==> src/rtl/reg_file_scoreboard.sv <==
// reg_file_scoreboard: parametrised multi-read-port register file with a
// per-register pending-write scoreboard and a hardware clear sequencer that
// zeroes every register, one per cycle, after reset.
//
// Optional build macro REG_FILE_SCOREBOARD_BYPASS_EN: when defined, a write
// in progress is forwarded combinationally to any read port selecting the
// same register (data and busy). When undefined, reads see stored state only.
//
// Handshake: there is no valid/ready flow control on the data path. 'ready'
// is a level meaning the clear has finished; write_en/claim_en are single
// cycle strobes that are acted on at the posedge only while ready is high
// and are silently dropped otherwise.
module reg_file_scoreboard #(
    parameter int DATA_WIDTH     = 32,
    parameter int NUM_REGS       = 16,
    parameter int NUM_READ_PORTS = 3,
    localparam int SEL_WIDTH     = $clog2(NUM_REGS)
) (
    input  logic                                 clk,
    input  logic                                 rst,
    input  logic [NUM_READ_PORTS*SEL_WIDTH-1:0]  read_sel,
    output logic [NUM_READ_PORTS*DATA_WIDTH-1:0] read_data,
    output logic [NUM_READ_PORTS-1:0]            read_busy,
    input  logic                                 write_en,
    input  logic [SEL_WIDTH-1:0]                 write_sel,
    input  logic [DATA_WIDTH-1:0]                write_data,
    input  logic                                 claim_en,
    input  logic [SEL_WIDTH-1:0]                 claim_sel,
    output logic [NUM_REGS-1:0]                  busy_mask,
    output logic                                 ready
);

    typedef enum logic {
        CLEAR = 1'b0,
        RUN   = 1'b1
    } state_t;

    state_t                state;
    state_t                state_next;
    logic                  ready_next;
    logic [SEL_WIDTH-1:0]  clear_idx;
    logic [DATA_WIDTH-1:0] regs [NUM_REGS];
    logic [SEL_WIDTH-1:0]  sel;

    // Qualified strobes: register 0 is hard-wired and never a target.
    logic do_write;
    logic do_claim;
    assign do_write = (state == RUN) && write_en && (write_sel != '0);
    assign do_claim = (state == RUN) && claim_en && (claim_sel != '0);

    // State, clear index and ready flag; reset restarts the clear from index 0.
    always_ff @(posedge clk) begin
        if (rst) begin
            state     <= CLEAR;
            clear_idx <= '0;
            ready     <= 1'b0;
        end else begin
            state <= state_next;
            ready <= ready_next;
            if (state == CLEAR) begin
                clear_idx <= clear_idx + 1'b1;
            end
        end
    end

    // Next state: leave CLEAR once the last register has been zeroed.
    always_comb begin
        state_next = state;
        ready_next = ready;
        if (state == CLEAR) begin
            if (clear_idx == SEL_WIDTH'(NUM_REGS - 1)) begin
                state_next = RUN;
                ready_next = 1'b1;
            end
        end
    end

    // Storage: clear sweep in CLEAR, architectural writes in RUN.
    always_ff @(posedge clk) begin
        if (!rst) begin
            if (state == CLEAR) begin
                regs[clear_idx] <= '0;
            end else if (do_write) begin
                regs[write_sel] <= write_data;
            end
        end
    end

    // Scoreboard: retire on write, then claim so a new producer wins.
    always_ff @(posedge clk) begin
        if (rst) begin
            busy_mask <= '0;
        end else begin
            if (do_write) begin
                busy_mask[write_sel] <= 1'b0;
            end
            if (do_claim) begin
                busy_mask[claim_sel] <= 1'b1;
            end
        end
    end

    // Read ports: zero while clearing or for r0, optional write forwarding.
    always_comb begin
        read_data = '0;
        read_busy = '0;
        sel       = '0;
        for (int p = 0; p < NUM_READ_PORTS; p++) begin
            sel = read_sel[p*SEL_WIDTH +: SEL_WIDTH];
            if ((state == RUN) && (sel != '0)) begin
`ifdef REG_FILE_SCOREBOARD_BYPASS_EN
                if (write_en && (write_sel == sel)) begin
                    read_data[p*DATA_WIDTH +: DATA_WIDTH] = write_data;
                    read_busy[p] = claim_en && (claim_sel == sel);
                end else
`endif
                begin
                    read_data[p*DATA_WIDTH +: DATA_WIDTH] = regs[sel];
                    read_busy[p] = busy_mask[sel];
                end
            end
        end
    end

endmodule

==> config.mk <==
export PLATFORM = sky130hd
export DESIGN_NAME = reg_file_scoreboard
export DESIGN_NICKNAME = d
export VERILOG_FILES = /design/src/rtl/reg_file_scoreboard.sv
export SDC_FILE = /design/constraint.sdc
export NUM_CORES = 1
export LEC_CHECK = 0
export CORE_MARGIN = 3
export CORE_UTILIZATION = 67
export CTS_BUF_LIST = sky130_fd_sc_hd__clkbuf_8
export DETAILED_ROUTE_END_ITERATION = 6
export PLACE_DENSITY_LB_ADDON = 0.25
export SKIP_CTS_REPAIR_TIMING = 1
export SYNTH_ARGS = -nofsm -noshare
export SYNTH_HDL_FRONTEND = slang
export SYNTH_SLANG_ARGS = --single-unit
==> constraint.sdc <==
create_clock -name clk -period 7.9 [get_ports clk]
set_input_delay 1.185 -clock clk [delete_from_list [all_inputs] [get_ports clk]]
set_output_delay 1.185 -clock clk [all_outputs]
set_load 0.01 [all_outputs]
# Word-level counts from Yosys, hierarchy flattened
# Memory sizes are Yosys's and may differ from the RTL's.
# Cells that the tools add are included.
[totals]
regBits = 22
ram_bits = 512
in_bits = 56
output_inout_bits = 116
word_cells = 65
n_memories = 1
[mem_list]
columns = ["memory", "words", "word_bits", "read_ports", "rd_clocked_by_memory_dff", "write_ports", "line", "rtl"]
rows = [
  ["regs", 16, 32, 3, 0, 1, "42", "logic [DATA_WIDTH-1:0] regs [NUM_REGS];"],
]
[op_classes]
add_sub_neg = 1
n_lt_le_gt_ge = 7
n_eq_ne = 1
muxes = 31
bitwise = 4
n_reduce_logical = 16
[ops]
columns = ["operator", "n"]
rows = [
  ["$mux W32", 4],
  ["$mux W16", 3],
  ["$reduce_or A32 Y1", 1],
  ["$lt A4 B5 Y1 const B", 5],
  ["$reduce_bool A4 Y1", 5],
  ["$mux W1", 18],
  ["$and A16 B16 Y16", 1],
  ["$not A16 Y16", 1],
  ["$or A16 B16 Y16", 1],
  ["$bmux W1 S4", 3],
  ["$logic_and A1 B1 Y1", 9],
  ["$demux W1 S4", 2],
  ["$ge A4 B1 Y1 const B", 2],
  ["$add A4 B1 Y4 const B", 1],
  ["$eq A4 B4 Y1 const B", 1],
  ["$mux W4", 1],
  ["$reduce_and A2 Y1", 1],
  ["$not A1 Y1", 1],
]

# Logic depth before layout (Yosys ltp)
# Gate-level depths: netlist (run 1).
[depth]
ltp_word = 10
ltp_mapped = 7
ltp_nobuf = 4

# Least setup slack after synthesis (run 1)
# OpenSTA, ideal clock, no wires.
[synth_timing]
kind = "input to register"
start = "in write_en"
end = "mem regs[3][0], enable pin"
setup_ns = 0.421
arrival_time_ns = 3.503
t_required_ns = 7.479
slack_ns = 3.976
path_stages = 4
path_buffers = 0
cell_sequence = "nand2_1 -> nor3_2 -> mux2_2 -> nor2_1"
[synth_between]
elab_chain_cells = 8
word_cells_on_any_way = 9
cone_classes = "6 x mux; 3 x reduce/logical"
[synth_lines]
columns = ["item", "line", "rtl"]
rows = [
  ["from (decl)", "24", "input logic write_en,"],
  ["$logic_and A1 B1 Y1 * (2 in a row)", "48", "assign do_write = (state == RUN) && write_en && (write_sel != '0);"],
  ["$mux W1 *", "83", "end else if (do_write) begin"],
  ["$mux W1 *", "81", "if (state == CLEAR) begin"],
  ["$mux W1 *", "80", "if (!rst) begin"],
  ["$mux W1 (not written as such) *", "84", "regs[write_sel] <= write_data;"],
  ["$reduce_or A32 Y1 (no line)", "--", ""],
  ["$mux W4 (no line) or $mux W1 (tied branches)", "--", ""],
  ["to (decl)", "42", ""],
]
# Every way passes the cells marked *; elsewhere a longest branch is shown, timed or not.

# Worst setup path in the final report (run 1)
[layout_timing]
start = "in read_sel[4]"
end = "out read_data[35]"
[layout_between]
elab_chain_cells = 3
word_cells_on_any_way = 4
cone_classes = "1 x mux; 2 x reduce/logical; 1 x memory"
[layout_lines]
columns = ["item", "line", "rtl"]
rows = [
  ["from (decl)", "21", "input logic [NUM_READ_PORTS*SEL_WIDTH-1:0] read_sel,"],
  ["branches (longest 2 deep; another with $mem_v2 Z16 W32)", "--", ""],
  ["$mux W32 *", "110", "if ((state == RUN) && (sel != '0)) begin"],
  ["to (decl)", "22", "output logic [NUM_READ_PORTS*DATA_WIDTH-1:0] read_data,"],
]
# Every way passes the cells marked *.

==> metrics.md, run 1 <==
| Metric | Value |
|---|---|
| Status | completed |
| Clk Latency, worst-skew pair | approximately 0.64 ns |
| Setup violations, final | 0 |
| Leak Pwr | 11.2 nW |
| Avg Cell Area, Syn | 17.0 µm² |
| First-pass DRT Iterations | 5 |
| Post-synth EDFFs | 480 |
| Largest net degree at the start of global routing | 86 |
| Maximum Capacitance Violations | 0 |
| PwrDens | 175 nW/µm² |
| Sink Count | 502 |
| Setup tns final | 0 ns |
| Worst Slack Setup Final | 2.45 ns |
| DR iter-0 viols | 2954 |
| Post-Layout Cell Count | 2348 |
| Setup Skew | 0.0267 ns |
| Routed WL | 81000 µm |
| All-Layer GR Usage | 37.0% |
| Antenna cells | 0 |
| Final cycle utilization of the critical path | just under 70% |
| WL/cell | approximately 34 µm |
| RR Endpoint | regs[8][25] |
| Hold endpoint | busy_mask[0] |
| Internal reg-to-reg setup slack | 3.67 ns |
| Clk slew on worst S/H paths | roughly 0.060 ns |
| Die area | 43600 µm² |
| Nets | 1819 |
| Area Growth Syn to Fin | 12.3% |
| Share of cells above drive strength 1 | 29.1% |
| Setup CP Type | input port to output port |
| Critical path data required time | 6.71 ns |
| Vias in the first global route | 19400 |
| Hold_sp | busy_mask[0] |
| Number of routed nets with antenna violations | 0 |
| Fin. Hold Viols | 0 |
| Initial core utilization | 68.6% |
| YS warnings | 0 |
| Hold path depth | 1 |
| Remaining Overflow, GRT | 0 |
| DRC violations left | 0 |
| Synth cell count leaders | edfxtp_1, mux4_2, a22oi_1 |
| Fin area | about 31000 µm² |
| Share of flip-flops with an asynchronous set or reset | 0% |
| Yosys top cell by area | edfxtp_1 |
| Crit end category | output port |
| Crit path arrival time | 4.26 ns |
| Placer Congestion | about 0.86 |
| Die Span X | 209 µm |
| Clock root buffer | clkbuf_8 |
| Post-DP Area | between 20000 and 30000 µm² |
| Hold WC Path Type | flip-flop to flip-flop |
| H-tree levels | 3 |
| FF+latch count, synth | 502 |
| Initial antenna violation count | 1 |
| Vias | roughly 19000 |
| Sequential area share after synthesis | 53.9% |
| DIE HEIGHT | roughly 210 µm |
| Max incr delay on CP | about 0.8 ns |
| Num ports | approximately 170 |
| Ys flop type | edfxtp_1 |
| Post-synth top area share | 52.3% |
| CTS Buf Count | 80 |
| Core footprint | 40200 µm² |
| Worst Tran Pin Value | 1.31 ns |
| TritonCTS clock tree | yes |
| Unique masters post-synth | 46 |
| Pre-CTS setup slack | 2.46 ns |
| Final Max Tran Viols | 0 |
| Crit path launch type | input port |
| Vias per cell | approximately 8 |
| Unrepaired setup endpoints after global routing | false |
| Headroom to the max-slew limit | 12.5% |
| Count leader, synth | edfxtp_1 |
| Reg-to-reg startpoint | state |
| Post-Place Cells | ~2200 |
| Synth Cell Area | approximately 28000 µm² |
| Top cells by area, synth | edfxtp_1, mux4_2, a22oi_1 |
| FF-to-FF path depth | 5 |
| CP Cell Sequence | clkbuf_8, buf_4, mux4_2, a22oi_1, nand2_1, clkdlybuf4s50_1 |
| Worst vdd ir | 0.000169 V |
| IO Port Bufs | 171 |
| Syn nets | around 1700 |
| CP max FO | 70 |
| Synth Instances | 1620 |
| Cell Rows | 73 |
| CP max-delay cell | buf_4 |
| Detailed Place HPWL | ~46000 µm |
| Min Tclk post-route | 5.45 ns |
| First-pass GRT wire length | 120000 µm |
| CTS Buffer Depth | 3 |
| Max Fclk | 184 MHz |
[how the worst max path moves through the flow]
stage | start | endpoint | slack (ns) | cells after the start
2_1_floorplan | write_en | regs[3][0] | 3.98 | 4
5_1_grt | read_sel[4] | read_data[35] | 2.28 | 6
3_3_place_gp | read_sel[4] | read_data[35] | 2.53 | 6
3_5_place_dp | read_sel[4] | read_data[35] | 2.46 | 6
6_report | read_sel[4] | read_data[35] | 2.45 | 6
4_1_cts | read_sel[4] | read_data[35] | 2.47 | 6
[critical path, delay by kind of cell]
kind	cells	cell delay (ns)
and+or+nand+nor	1	0.19
AOI/OAI and AO/OA	1	0.20
buffers and inverters	3	2.02
muxes	1	0.60
[state kept, by name (all words and copies together), names as in the netlist]
name and count:
regs 480, state 1, clear_idx 4, busy_mask 16
ready 1
[metrics by stage]
stage / total power, mW / utilization, % / hold WS [ns]
after floorplan: 3.25 / - / 0.492
after global placement: 3.33 / 73.4 / 0.456
after detailed placement: 3.34 / 73.4 / 0.459
after CTS: 5.41 / 77.0 / 0.471
after global routing: 5.54 / 77.0 / 0.483
final: 5.42 / 77.0 / 0.470
[routing by layer]
metal	GRT usage, %	vias up	part of all wire [%]
met1	49.2	9356	33
met3	10.0	353	14
met2	58.0	1866	48
met4	17.6	2	5.0
li1	-	7284	-
met5	0	-	0.016
[logic make-up (layout without fill, tap and decap cells)]
logic type / after synthesis / in the layout / synth area share, %
compound gates: 333 / 333 / 9.25
xor+xnor: 3 / 3 / 0.0953
fa+ha+maj: 1 / 1 / 0.0454
buf+inv: 151 / 354 / 3.53
flops: 502 / 502 / 53.9
mux: 402 / 402 / 29.3
simple gates: 228 / 228 / 3.88
[where the power goes]
group,total (mW),internal [mW],switching (mW)
registers,2.91,2.89,0.0135
clock network,2.12,1.07,1.05
logic,0.388,0.183,0.205
total,5.42,4.15,1.27
[cell type report]
cell class                 instances  area, µm²
multi-input combinational        967      11900
timing repair buffer             210       2020
clock buffer                      86       1180
sequential                       502      14900
fill                            2253       9230
clock inverter                    57        297
tap                              525        657
inverter                           1       3.75
[cell usage in the layout (no fill, tap or decap), types with 24 or more instances in the layout]
master | netlist | routed
edfxtp_1 | 480 | 480
mux4_2 | 234 | 234
a22oi_1 | 195 | 195
clkdlybuf4s50_1 | 0 | 164
nand2_1 | 123 | 123
mux2_2 | 100 | 100
a22o_1 | 98 | 98
clkbuf_8 | 0 | 88
mux4_1 | 50 | 50
buf_4 | 6 | 40
and2_1 | 33 | 33
clkinv_1 | 0 | 24
Power figures use the tool's default switching activity.
==> run 2, diff against run 1 <==
--- a/config.mk
+++ b/config.mk
@@ -6,7 +6,7 @@
 export NUM_CORES = 1
 export LEC_CHECK = 0
 export CORE_MARGIN = 3
-export CORE_UTILIZATION = 67
+export CORE_UTILIZATION = 56
 export CTS_BUF_LIST = sky130_fd_sc_hd__clkbuf_8
 export DETAILED_ROUTE_END_ITERATION = 6
 export PLACE_DENSITY_LB_ADDON = 0.25
==> constraint.sdc (replaced) <==
create_clock -name clk -period 4.96 [get_ports clk]
set_input_delay 0.744 -clock clk [delete_from_list [all_inputs] [get_ports clk]]
set_output_delay 0.744 -clock clk [all_outputs]
set_load 0.01 [all_outputs]
==> metrics.md, run 2 (same netlist as run 1, synthesis figures left out) <==
| Metric | Value |
|---|---|
| Crit path arrival time | 3.25 ns (-1.01 ns) |
| Number of routed nets with antenna violations | 0 (unchanged) |
| H-tree levels | 3 (unchanged) |
| Clk slew on worst S/H paths | 0.05 ns (about the same) |
| Initial antenna violation count | 0 (-1) |
| Tot Pwr | 8.68 mW (+60%) |
| Reg-to-reg startpoint | state |
| All-Layer GR Usage | 30.5% (-6.5 points) |
| DR iter-0 viols | 2434 (-18%) |
| TritonCTS clock tree | yes |
| Maximum Capacitance Violations | 0 (unchanged) |
| Setup Skew | 0.0124 ns (-0.0143 ns) |
| Critical path data required time | 4.22 ns (-2.49 ns) |
| CP max-delay cell | and3_2 |
| CP max FO | 18 (-74%) |
| Area Growth Syn to Fin | 14.9% |
| Worst Tran Pin Value | 1.01 ns (-0.304 ns) |
| Vias in the first global route | 18800 (-3.3%) |
| Crit end category | output port |
| Die Span X | 228 µm (+9.1%) |
| Nets | 1849 (+1.6%) |
| Num ports | 172 (unchanged) |
| Max incr delay on CP | 0.70 ns (-0.10 ns) |
| Vias | 18300 (-2.9%) |
| Headroom to the max-slew limit | 32.1% (+20 points) |
| Final cycle utilization of the critical path | 80.6% |
| Most frequent cells in the layout | edfxtp_1, mux4_2, a22oi_1 |
| DRC violations left | 0 (unchanged) |
| Worst Slack Setup Final | 0.961 ns (-1.49 ns) |
| Setup tns final | 0 ns (unchanged) |
| First-pass DRT Iterations | 5 (unchanged) |
| CP startpoint | read_sel[6] |
| WL/cell | 32.0 µm (-7.2%) |
| Fin. Hold Viols | 0 (unchanged) |
| Hold_sp | busy_mask[0] |
| CP Cell Sequence | clkdlybuf4s50_1, and3_2, buf_4, a22oi_1, nand2_1, clkdlybuf4s50_1 |
| Final Max Tran Viols | 0 (unchanged) |
| Leak Pwr | 11.4 nW (+2.4%) |
| Status | completed |
| First-pass GRT wire length | 119000 µm (-1.5%) |
| Share of cells above drive strength 1 | 30.5% (+1.4 points) |
| Clock root buffer | clkbuf_8 |
| Unrepaired setup endpoints after global routing | false |
| Routed WL | 80400 µm (-0.72%) |
| Most flops, register | regs |
| Sink Count | 502 (unchanged) |
| Largest net degree at the start of global routing | 58 (-33%) |
| Cell Rows | 80 (+9.6%) |
| CP top delay family | buffers and inverters |
| Worst vdd ir | 0.000204 V (+21%) |
| Final design utilization | 65.8% (-11 points) |
| Setup violations, final | 0 (unchanged) |
| Crit path launch type | input port |
| Cell mode on critical path | clkdlybuf4s50_1 |
| Initial core utilization | 57.3% (-11 points) |
| Buf+Inv Stages, Crit Path | 3 (unchanged) |
| Detailed Place HPWL | 48600 µm (+6.8%) |
| Core footprint | 48100 µm² (+20%) |
| Biggest regs | regs x480, busy_mask x16, clear_idx x4 |
| Remaining Overflow, GRT | 0 (unchanged) |
| Setup CP Type | input port to output port |
| Vias per cell | 7.30 (-9.2%) |
| Commonest non-fill, non-tap cell in the layout | edfxtp_1 |
| Min Tclk post-route | 4.00 ns |
| Hold WC Path Type | flip-flop to flip-flop |
| CTS Buffer Depth | 3 (unchanged) |
| Largest register FFs | 480 (unchanged) |
| Clk Latency, worst-skew pair | 0.66 ns (+0.02 ns) |
| Max Fclk | 250 MHz |
| Placer Congestion | 0.847 (-1.7%) |
| CTS Buf Count | 82 (+2.5%) |
| Pre-CTS setup slack | 0.994 ns (-1.46 ns) |
| PwrDens | 274 nW/µm² (+57%) |
| DIE HEIGHT | 228 µm (+9.1%) |
| IO Port Bufs | 171 (unchanged) |
| Die area | 51900 µm² (+19%) |
[run 2: routing by layer]
layer	vias up	global-route usage, %	routed length (µm)
met1	9414	40.8	28900
li1	7348	-	-
met2	1354	48.6	39300
met5	-	0	0
met4	0	13.6	3230
met3	202	7.05	8900
[run 2: final cells by class]
cell class,instances,area [µm²]
Antenna cell,1,2.50
Clock buffer,88,1210
Clock inverter,58,298
Fill cell,3311,16500
Inverter,1,3.75
Multi-Input combinational cell,967,11900
Sequential cell,502,14900
Tap cell,656,821
Timing Repair Buffer,238,2530
[run 2: metrics by stage]
stage,std cells,instance area (µm²),hold slack [ns]
detailed placement,2364,30200,0.459
CTS,2510,31700,0.468
global placement,2364,30200,0.460
global route,2510,31700,0.492
finish,2511,31700,0.464
floorplan,1620,27600,0.492
[run 2: worst paths after layout]
path | depth (start not counted) | endpoint | slack [ns]
setup reg to reg | 7 | regs[5][17] | 1.88
hold reg to reg | 1 | busy_mask[0] | 0.46
hold / removal | 1 | busy_mask[0] | 0.46
setup / recovery | 6 | read_data[32] | 0.96
[run 2: power by group]
group	internal [mW]	leakage, nW	switching (mW)	total [mW]
logic	0.312	5.32	0.332	0.645
clock network	1.74	0.848	1.66	3.40
registers	4.61	5.25	0.0201	4.63
total	6.66	11.4	2.02	8.68
